[config.mk]
export PLATFORM = sky130hd
export DESIGN_NAME = hit_scorer
export DESIGN_NICKNAME = d
export VERILOG_FILES = /design/src/rtl/hit_scorer_pkg.sv /design/src/rtl/hit_scorer_btn_sync.sv /design/src/rtl/hit_scorer.sv
export SDC_FILE = /design/constraint.sdc
export NUM_CORES = 1
export LEC_CHECK = 0
export BUFFER_PORTS_ARGS = -buffer_cell sky130_fd_sc_hd__buf_2
export CAP_MARGIN = 20
export CORE_MARGIN = 2
export CORE_UTILIZATION = 33
export DETAILED_ROUTE_END_ITERATION = 8
export MAX_ROUTING_LAYER = met4
export PLACE_DENSITY_LB_ADDON = 0.12
export SKIP_CTS_REPAIR_TIMING = 1
export SYNTH_ARGS = -nofsm -noshare
export SYNTH_HDL_FRONTEND = slang
export SYNTH_SLANG_ARGS = --single-unit
[constraint.sdc]
create_clock -name clk -period 2.6 [get_ports clk]
set_clock_uncertainty 0.15 [all_clocks]
set_input_delay 0.26 -clock clk [delete_from_list [all_inputs] [get_ports clk]]
set_output_delay 0.26 -clock clk [all_outputs]
set_load 0.05 [all_outputs]
[src/rtl/hit_scorer_pkg.sv]
// Shared definitions for the whack-a-mole game-logic slice: hole count,
// FSM state codes, default game length and the judging outcome type.
package hit_scorer_pkg;

  // Number of mole holes / lights on the board.
  localparam int NUM_LIGHTS = 9;

  // Game FSM state codes; code 3 is unused and recovers to IDLE.
  localparam logic [1:0] ST_IDLE = 2'd0;
  localparam logic [1:0] ST_PLAY = 2'd1;
  localparam logic [1:0] ST_DONE = 2'd2;

  // Flicks per game unless the instantiation overrides it.
  localparam logic [5:0] DEFAULT_NUM_FLICKS = 6'd30;

  // Outcome of judging one cycle of play.
  typedef enum logic [1:0] {
    JUDGE_NONE = 2'd0,
    JUDGE_HIT  = 2'd1,
    JUDGE_MISS = 2'd2
  } judge_e;

endpackage

[src/rtl/hit_scorer_btn_sync.sv]
// Per-bit two-flop synchroniser followed by a rising-edge detector.
// A pin that rises before edge k produces a one-cycle press after edge k+1.
module hit_scorer_btn_sync #(
  parameter int W = 10
) (
  input  logic         clk,
  input  logic         reset,
  input  logic [W-1:0] pin_i,
  output logic [W-1:0] press_o
);

  logic [W-1:0] sync1_q;
  logic [W-1:0] sync2_q;
  logic [W-1:0] prev_q;

  // Metastability filter plus one delayed copy for edge detection.
  always_ff @(posedge clk or negedge reset) begin
    if (!reset) begin
      sync1_q <= '0;
      sync2_q <= '0;
      prev_q  <= '0;
    end else begin
      sync1_q <= pin_i;
      sync2_q <= sync1_q;
      prev_q  <= sync2_q;
    end
  end

  assign press_o = sync2_q & ~prev_q;

endmodule

[src/rtl/hit_scorer.sv]
// Game-logic stage behind the LED flicker controller: conditions the mole
// and start buttons, judges each press against the lit hole, keeps saturating
// hit/miss scores and gates the flicker controller via game_active.
module hit_scorer
  import hit_scorer_pkg::*;
#(
  parameter logic [5:0] NUM_FLICKS = DEFAULT_NUM_FLICKS,
  parameter int         SCORE_W    = 8
) (
  input  logic                  clk,
  input  logic                  reset,
  input  logic                  start_btn,
  input  logic [NUM_LIGHTS-1:0] buttons,
  input  logic [NUM_LIGHTS-1:0] lights,
  input  logic [5:0]            light_counter,
  output logic                  game_active,
  output logic [SCORE_W-1:0]    score,
  output logic [SCORE_W-1:0]    misses,
  output logic                  hit_pulse,
  output logic                  miss_pulse,
  output logic                  game_over
);

  localparam logic [SCORE_W-1:0] SCORE_MAX = '1;

  logic [NUM_LIGHTS:0]   press_all;
  logic [NUM_LIGHTS-1:0] press;
  logic                  start_press;

  logic [1:0]            state_q, state_d;
  logic [NUM_LIGHTS-1:0] lights_q;
  logic [NUM_LIGHTS-1:0] target_q, target_d;
  logic                  armed_q, armed_d;
  logic [SCORE_W-1:0]    score_q, score_d;
  logic [SCORE_W-1:0]    misses_q, misses_d;
  logic                  hit_q, hit_d;
  logic                  miss_q, miss_d;

  logic                  light_rise;
  logic                  light_drop;
  logic                  window_open;
  logic [NUM_LIGHTS-1:0] tgt;
  judge_e                judge;

  // Start button rides in the top bit so all ten inputs share one synchroniser.
  hit_scorer_btn_sync #(
    .W(NUM_LIGHTS + 1)
  ) u_btn_sync (
    .clk    (clk),
    .reset  (reset),
    .pin_i  ({start_btn, buttons}),
    .press_o(press_all)
  );

  assign press       = press_all[NUM_LIGHTS-1:0];
  assign start_press = press_all[NUM_LIGHTS];

  assign light_rise  = (lights_q == '0) && (lights != '0);
  assign light_drop  = (lights_q != '0) && (lights == '0);
  // A press in the light's first cycle is judged against the live lights.
  assign window_open = armed_q | light_rise;
  assign tgt         = armed_q ? target_q : lights;

  // Judge presses and timeouts; only meaningful while a game is running.
  always_comb begin
    judge = JUDGE_NONE;
    if (state_q == ST_PLAY) begin
      if (window_open && (press != '0)) begin
        judge = (press == tgt) ? JUDGE_HIT : JUDGE_MISS;
      end else if (light_drop && armed_q) begin
        judge = JUDGE_MISS;
      end
    end
  end

  // Next-state logic for the FSM, window tracking and score counters.
  always_comb begin
    state_d  = state_q;
    target_d = target_q;
    armed_d  = armed_q;
    score_d  = score_q;
    misses_d = misses_q;
    hit_d    = 1'b0;
    miss_d   = 1'b0;

    case (state_q)
      ST_IDLE: begin
        if (start_press) begin
          state_d  = ST_PLAY;
          score_d  = '0;
          misses_d = '0;
          armed_d  = 1'b0;
        end
      end
      ST_PLAY: begin
        if (judge != JUDGE_NONE) begin
          // Any judgement, including a timeout, closes the window.
          armed_d = 1'b0;
        end else if (light_rise) begin
          armed_d  = 1'b1;
          target_d = lights;
        end
        if (judge == JUDGE_HIT) begin
          hit_d = 1'b1;
          if (score_q != SCORE_MAX) score_d = score_q + 1'b1;
        end else if (judge == JUDGE_MISS) begin
          miss_d = 1'b1;
          if (misses_q != SCORE_MAX) misses_d = misses_q + 1'b1;
        end
        // Wait for the last light to be judged before ending the game.
        if ((light_counter == NUM_FLICKS) && (lights == '0) && !armed_q) begin
          state_d = ST_DONE;
        end
      end
      ST_DONE: begin
        state_d = ST_DONE;
      end
      default: begin
        state_d = ST_IDLE;
      end
    endcase
  end

  // State registers; the async reset also clears scores mid-game.
  always_ff @(posedge clk or negedge reset) begin
    if (!reset) begin
      state_q  <= ST_IDLE;
      lights_q <= '0;
      target_q <= '0;
      armed_q  <= 1'b0;
      score_q  <= '0;
      misses_q <= '0;
      hit_q    <= 1'b0;
      miss_q   <= 1'b0;
    end else begin
      state_q  <= state_d;
      lights_q <= lights;
      target_q <= target_d;
      armed_q  <= armed_d;
      score_q  <= score_d;
      misses_q <= misses_d;
      hit_q    <= hit_d;
      miss_q   <= miss_d;
    end
  end

  assign game_active = (state_q == ST_PLAY);
  assign game_over   = (state_q == ST_DONE);
  assign score       = score_q;
  assign misses      = misses_q;
  assign hit_pulse   = hit_q;
  assign miss_pulse  = miss_q;

endmodule

### After elaboration in Yosys (flattened, before gate mapping)

Cells that the tools add are included.

| word-level totals | value |
|---|---|
| flip-flop bits (word level) | 69 |

| operators by class | value |
|---|---|
| add/sub/neg operators | 2 |
| equality and inequality tests | 16 |
| bitwise operators | 4 |
| muxes and demuxes | 25 |
| reduce and logical (&&, ||, !) cells | 20 |

Operators with widths:

| operator | number |
|---|---|
| 2-to-1 mux 8 bit | 6 |
| case mux 8 bit (2 select lines) | 2 |
| nonzero test 9 bit | 3 |
| zero test 9 bit | 2 |
| adder 8 x 1 -> 8 bit, second input constant | 2 |
| != test 8 bit, second input constant | 2 |
| 2-to-1 mux 2 bit | 6 |
| AND 10 bit | 1 |
| != test 2 x 1 -> 1 bit, second input constant | 5 |
| inverter 10 bit | 1 |
| == test 9 bit | 1 |
| 2-to-1 mux 9 bit | 1 |
| 2-to-1 mux 1 bit | 8 |
| == test 6 x 5 -> 1 bit, second input constant | 1 |
| logical AND 1 bit | 6 |
| case mux 2 bit (3 select lines) | 1 |
| AND reduction 3 bit | 2 |
| AND reduction 5 bit | 1 |
| == test 2 x 1 -> 1 bit, second input constant | 2 |
| == test 2 bit, second input constant | 2 |
| != test 2 bit, second input constant | 2 |
| AND reduction 4 bit | 1 |
| nonzero test 2 bit | 2 |
| != test 3 x 1 -> 1 bit, second input constant | 1 |
| other kinds (6) | 6 |

### Logic depth before layout (Yosys ltp)

Gate-level depths: netlist of the first run.

| logic depth | value |
|---|---|
| depth in word-level cells | 10 |
| mapped depth | 10 |

### By module

Synthesis of the first run repeated with hierarchy kept, for this count alone.

| unflattened totals | value |
|---|---|
| cell total of the unflattened synthesis | 253 |
| area total of the unflattened synthesis | 3109.2 sq um |

By module, submodules not included:

| module | seq. area each (sq um) | cells each | instances | area each (sq um) |
|---|---|---|---|---|
| hit_scorer | 975.9 | 213 | 1 | 2220.9 |
| hit_scorer_btn_sync | 750.7 | 40 | 1 | 888.4 |

### Worst setup path before layout of the first run

No wires, ideal clock.

| timing path | value |
|---|---|
| path kind | register -> register |
| start point | register state_q[1] |
| end point | register misses_q[7], in the netlist misses[7] |
| stages on the path, launching flop included | 9 |
| clock period less this slack | 2.698 ns |
| data arrival time | 2.470 ns |
| slack | -0.098 ns |
| buffers on the path | 1 |
| required time | 2.372 ns |
| cell sequence | dfrtp_1 inv_1 ha_1 clkbuf_1 mux2i_1 a31oi_1 nand2_1 or4_1 a21oi_1 |

| on the way | value |
|---|---|
| cells in the longest elaborated chain, start to end | 5 |
| elaborated cells on any way between the ends | 12 |

RTL lines:

| element | RTL line | RTL |
|---|---|---|
| start, declared | hit_scorer.sv:30 | `logic [1:0] state_q, state_d;` |
| start signal, assigned | hit_scorer.sv:136 | `state_q <= state_d;` |
| == test 2 x 1 -> 1 bit * | n/a |  |
| net game_active | hit_scorer.sv:16 | `output logic game_active,` |
| 2-to-1 mux 2 bit | hit_scorer.sv:67 | `if (state_q == ST_PLAY) begin` |
| == test 2 bit or == test 2 x 1 -> 1 bit (tied branches) | hit_scorer.sv:106, hit_scorer.sv:103 |  |
| != test 2 x 1 -> 1 bit (no line) or != test 2 bit (tied branches) | n/a |  |
| AND reduction 5 bit (no line) | n/a |  |
| end signal, assigned | hit_scorer.sv:141 | `misses_q <= misses_d;` |
| end, declared | hit_scorer.sv:35 | `logic [SCORE_W-1:0] misses_q, misses_d;` |

Mark *: on every way through the listed nets, which the timed path passes. The rest lies on a longest branch.
A chain may end at the register's enable or synchronous reset.

### Worst setup path after layout of the first run

| timing path | value |
|---|---|
| start point | input lights[0] |
| end point | register score_q[3], in the netlist score[3] |

| on the way | value |
|---|---|
| cells in the longest elaborated chain, start to end | 9 |
| elaborated cells on any way between the ends | 16 |

RTL lines:

| element | RTL line | RTL |
|---|---|---|
| start, declared | hit_scorer.sv:14 | `input logic [NUM_LIGHTS-1:0] lights,` |
| nonzero test 9 bit or zero test 9 bit (tied branches) | hit_scorer.sv:58, hit_scorer.sv:59 |  |
| logical AND 1 bit (on tied branches) | hit_scorer.sv:58, hit_scorer.sv:59 |  |
| OR 1 bit or logical AND 1 bit (tied branches) | hit_scorer.sv:61, hit_scorer.sv:70 |  |
| logical AND 1 bit or 2-to-1 mux 2 bit (tied branches) | hit_scorer.sv:68, hit_scorer.sv:70 |  |
| 2-to-1 mux 2 bit * | hit_scorer.sv:68 | `if (window_open && (press != '0)) begin` |
| 2-to-1 mux 2 bit * | hit_scorer.sv:67 |  |
| == test 2 x 1 -> 1 bit * | hit_scorer.sv:103 | `if (judge == JUDGE_HIT) begin` |
| != test 2 x 1 -> 1 bit (no line) * | n/a |  |
| AND reduction 4 bit (no line) * | n/a |  |
| end signal, assigned | hit_scorer.sv:140 | `score_q <= score_d;` |
| end, declared | hit_scorer.sv:34 | `logic [SCORE_W-1:0] score_q, score_d;` |

Mark *: on every way between the ends. The rest lies on a longest branch, timed or not.

==> impl_results.md, run 1 <==
- CTS root buffer: clkbuf_8
- Register Area: 1730 sq um
- Final hold violation count: 0
- Net Sw Power: 0.000976 W
- Achievable frequency: 407 MHz
- WS Path Type: primary input to flop
- Cells after Synth: 245
- Fin util: 44.1%
- Final ANT Viol Nets: 0
- Setup WS post-layout: 141 ps
- Filler Cell Count: 825
- Yosys top cell by area: dfrtp_1
- Gate power share: 22.7%
- Dpl ws: -36.5 ps
- Final slew viol count: 0
- Mapped Area: about 2900 sq um
- Vias in the first global route: just under 2000
- Met1 Routed Length: 2.91 mm
- Sw Ratio: 33.7%
- Routability cong.: 0.828
- Initial core utilization: 33.7%
- CTS buffer count: 9
- Clock buffer depth: 2
- Worst Setup Start Kind: primary input
- Setup TNS: 0 ps
- Leakage: about 1.7 nW
- Status: complete, no violations
- WL/cell: 13.5 um
- Ports: 47
- Maxcap violations: 0
- Final min period: 2460 ps
- Peak VDD IR: roughly 440 uV
- Worst hold stages: 2
- R2R setup slack: 160 ps
- Met3 wire len: ~240 um
- Synth Net Count: 277
- Overall Power: 0.00290 W
- Placeable core area: 8640 sq um
- Reg2Reg Depth: 10
- 1st-iter DRT viols: a little over 60
- Post-synth EDFFs: 0
- Final HPWL DP: between 4 and 5 mm
- Share of layout cells above drive strength 1: roughly 28%
- CTS clk-pin slew, worst paths: roughly 80 ps
- Number of library cell types mapped by synthesis: 40
- Clk Latency, worst-skew pair: about 340 ps
- Critical path fanouts, max: 8
- CTS Sinks: 69
- Number of core rows: 34
- Area delta synth->final: 31.0%
- Synth Flop Type: dfrtp_1
- Synth warnings: 0
- Crit end category: flop
- Largest cells by area after synthesis: dfrtp_1 (59%), mux2_2 (3.9%), mux2i_1 (3.8%)
- Crit path DAT: 2540 ps
- Via count: between 2000 and 2500
- IO buf count: between 40 and 50
- Commonest non-fill, non-tap cell in the layout: dfrtp_1
- Antenna Cells: 0
- Rel. slew slack: 67.8%
- Hold WC Path Type: primary input to flop
- Die W: 97.9 um
- H-tree depth: 3
- Slew @ Worst Pin: 480 ps
- Unrepaired setup endpoints after global routing: false
- Final net count: 364
- Pwr Density: 760 nW/um^2
- WP data required: 2680 ps
- Post-synth ARST share: 100%
- Area of the multi-input gates: 1110 sq um
- Number of synthesized register bits: ~70
- Syn Area/Cell: 11.9 sq um
- Vias per inst: 4.83
- DRC: 0
- Largest net degree at the start of global routing: 40
- Aggregate global-route resource usage: around 14%
- Flop pwr share: 42.7%
- Initial antenna violation count: 0
- Worst Hold Slack: roughly 47 ps
- Clk network pwr share: 34.6%
- Die area: 9570 sq um
- Die H: 97.9 um
- CTS tree: done
- DR pass1 iterations: 4
- Final period utilization: 94.6%
- Internal Power: 0.00192 W
- Total wire length: around 6.0 mm
- Met2 wire length: 2.79 mm
- Top Layer Used: met4
- Most frequent cells in the layout: dfrtp_1 (68), buf_2 (46), nand2_1 (21), dlygate4sd3_1 (20), buf_4 (17)
- Grt total ovfl: 0
- First-pass GRT wire length: a little under 10 mm
- Top-area cell type share of the netlist area: 59.4%
- Post-synthesis sequential area ratio: 59.4%
- Final setup vio count: 0
==> power groups by stage <==
stage	registers [W]	clock network (W)	logic, W
CTS	0.00124	0.00104	0.000639
floorplan	0.00138	0	0.000306
global route	0.00125	0.00109	0.000720
global placement	0.00126	0	0.000636
finish	0.00124	0.00100	0.000657
detailed placement	0.00126	0	0.000637
==> worst paths after layout <==
check,startpoint,end
max reg2reg,armed_q,misses[5]
min,lights[5],target_q[5]
min in group asynchronous,reset,score[5]
max,lights[0],score[3]
min reg2reg,u_btn_sync.sync1_q[1],u_btn_sync.sync2_q[1]
max in group asynchronous,reset,target_q[8]
==> layer usage <==
layer  GRT usage (%)  vias up
met3            3.36        4
met2            18.7       43
li1                -     1071
met4            7.26        0
met1            18.4     1032
met5               -        -
==> critical path, cell delays in order <==
cell and delay [ps]:
dlygate4sd3_1 550, buf_2 160, nor3_1 230, nand3_1 150, a41oi_1 280, nor3_2 70, o211ai_1 240, buf_4 250
nor2_1 50, a221o_1 290
==> kinds of logic (layout without fill, tap and decap cells) <==
logic type / Yosys count / in the layout / synth area share, %
xor gates and xnor gates: 9 / 9 / 2.71
adders and majority gates: 5 / 5 / 2.15
AOI/OAI and AO/OA: 40 / 40 / 9.77
buffers and inverters: 15 / 107 / 2.63
muxes: 21 / 21 / 7.66
and+or+nand+nor: 86 / 86 / 15.7
DFF: 69 / 69 / 59.4
==> state kept, by name, summed over array words and instances (netlist names) <==
signal	count
score	8
miss_pulse	1
misses	8
state_q	2
hit_pulse	1
u_btn_sync.sync1_q	10
target_q	9
u_btn_sync.sync2_q	10
armed_q	1
u_btn_sync.prev_q	10
lights_q	9
==> stage by stage <==
stage | cell area [sq um] | std cells
2_1_floorplan | 2910 | 245
3_3_place_gp | 3330 | 405
3_5_place_dp | 3330 | 405
4_1_cts | 3560 | 421
5_1_grt | 3810 | 445
6_report | 3810 | 445
==> Yosys cell counts, types with 2 or more instances <==
cell	count
dfrtp_1	69
nand2_1	21
nor4_1	4
o21ai_0	9
o211ai_1	6
ha_1	5
o31ai_1	2
nor3_1	8
mux2_2	10
xnor2_1	9
inv_1	6
or4_1	2
o31a_1	2
nor2_1	8
a221o_1	2
o311ai_0	4
nand3_1	10
nand2b_1	9
nand4_1	5
clkbuf_1	6
or3_1	8
a21oi_1	7
and3_1	6
mux2i_1	11
==> area by class of cell <==
cell class / instances / area share [%]
tap: 108 / 3.55
timing repair buffer: 85 / 15.3
clock buffer: 9 / 3.25
clock inverter: 7 / 2.76
multi-input combinational: 161 / 29.2
inverter: 6 / 0.591
sequential: 69 / 45.4
Note: power is estimated with default switching activity, not from simulation.
==> inputs of run 2 (changes only) <==
- CELL_PAD_IN_SITES_DETAIL_PLACEMENT: default -> 1
- CELL_PAD_IN_SITES_GLOBAL_PLACEMENT: default -> 1
==> run 2 against run 1 <==
Combinational power rose by 0.6%. Fmax increased by 0.91%. Critical path depth decreased by 1. Utilization fell by 0.30 points. Sequential share of layout area grew 0.32 points. Worst hold slack improved by 3.8 ps. First-iteration DRC count fell by 16%. Total power increased by 0.40%. Sequential power about the same. Sequential cell count did not move. Clock power is essentially flat. Critical path type unchanged.
==> impl_results.md, run 2 (synthesis gave the netlist of run 1 again) <==
- Status: complete, no violations
- Final hold violation count: 0
- Final ANT Viol Nets: 0
- Met1 Routed Length: 3.22 mm
- Critical path fanouts, max: 6
- WL/cell: 15.3 um
- Unrepaired setup endpoints after global routing: false
- Filler Cell Count: 965
- Ordered cell list for the critical path: dlygate4sd3_1, buf_2, mux2i_1, xnor2_1, nand4_1, nor3_2, o211ai_1, o311a_1, a221o_1
- Share of layout cells above drive strength 1: 27.5%
- Top Layer Used: met4
- Final HPWL DP: 4.70 mm
- CTS buffer count: 9
- Routability cong.: roughly 0.76
- Leakage: 1.70 nW
- CTS root buffer: clkbuf_8
- Met2 wire length: 3.22 mm
- Setup TNS: 0 ps
- Largest net degree at the start of global routing: 43
- Antenna Cells: 0
- Hold Startpoint: lights[7]
- Slew @ Worst Pin: 686 ps
- Vias per inst: a little under 5
- Vias in the first global route: 2127
- Final setup vio count: 0
- Clock buffer depth: 2
- R2R setup slack: approximately 180 ps
- First-pass GRT wire length: 11.0 mm
- Overall Power: 0.00291 W
- Most frequent cells in the layout: dfrtp_1 (68), buf_2 (47), nand2_1 (21), dlygate4sd3_1 (20), mux2i_1 (11)
- Worst path slowest cell: dlygate4sd3_1
- Placeable core area: about 8600 sq um
- Commonest non-fill, non-tap cell in the layout: dfrtp_1
- Maxcap violations: 0
- DRC: 0
- Die H: 97.9 um
- CTS Sinks: 69
- Met3 wire len: 195 um
- Aggregate global-route resource usage: roughly 15%
- Rel. slew slack: 54.3%
- Final net count: 358
- Worst Hold Endpoint: target_q[7]
- Number of core rows: 34
- DR pass1 iterations: 6
- Ports: 47
- Final slew viol count: 0
- IO buf count: 46
- Area delta synth->final: 30.1%
- Clk Latency, worst-skew pair: 340 ps
- Worst hold stages: 2
- WP data required: ~2700 ps
- Worst R2R End: score[7]
- Hold WC Path Type: primary input to flop
- Die area: ~9600 sq um
- Fin cells: 439
- Pwr Density: a little under 800 nW/um^2
- CTS clk-pin slew, worst paths: 80 ps
- Achievable frequency: 410 MHz
- Dpl ws: -118 ps
- WS Path Type: primary input to flop
- Final period utilization: 93.7%
- Reg2Reg Depth: 8
- Reg2reg start: armed_q
- Fin util: 43.8%
- Grt total ovfl: 0
- Die W: 97.9 um
- Setup WS post-layout: ~160 ps
- Worst Setup Start Kind: primary input
- Final min period: ~2400 ps
- Worst path max stage delay: roughly 530 ps
- Initial antenna violation count: 0
- Largest regs: u_btn_sync.prev_q: 10 flops, u_btn_sync.sync1_q: 10 flops, u_btn_sync.sync2_q: 10 flops
- Peak VDD IR: 344 uV
- 1st-iter DRT viols: 51
- H-tree depth: 3
- Cells after DPL: 401
- Via count: 2152
- CTS tree: done
- Initial core utilization: about a third
- Crit end category: flop
- Crit path DAT: 2510 ps
- Total wire length: 6.71 mm
run 2: how the worst max path moves through the flow:
| stage | cells after the start | start | endpoint |
|---|---|---|---|
| 2_1_floorplan | 8 | state_q[1] | misses[7] |
| 3_3_place_gp | 7 | armed_q | score[7] |
| 3_5_place_dp | 7 | armed_q | score[7] |
| 4_1_cts | 7 | armed_q | score[7] |
| 5_1_grt | 9 | lights[6] | score[4] |
| 6_report | 9 | lights[6] | score[7] |
run 2: critical path, delay by kind of cell:
kind	cells	cell delay, ps
AOI/OAI and AO/OA	3	850
buffers and inverters	2	670
and+or+nand+nor	2	390
muxes	1	190
xor gates and xnor gates	1	150
run 2: report_power, final:
part / internal (W) / total, W / switching [W]
Combinational: 0.000201 / 0.000661 / 0.000460
Clock: 0.000557 / 0.00101 / 0.000450
Sequential: 0.00116 / 0.00124 / 0.0000825
run 2: layout make-up:
class	instances	area, sq um	share of cell area, %
inverters	6	22.5	0.595
flip-flops and latches	69	1730	45.7
clock inverters	7	106	2.81
well taps	108	135	3.57
repair buffers	79	551	14.6
clock buffers	9	124	3.27
multi-input cells	161	1120	29.5
run 2: through the flow:
step / area, sq um / hold WS, ps
after floorplan: 2910 / -186
after global placement: 3320 / 183
after detailed placement: 3320 / 186
after CTS: 3550 / -194
after global routing: 3780 / 34.4
final: 3780 / 50.8
run 2: layer usage:
layer	track usage (%)	vias to the layer above
met5	-	-
li1	-	1058
met1	20.3	1051
met3	3.22	5
met2	21.9	38
met4	6.41	0
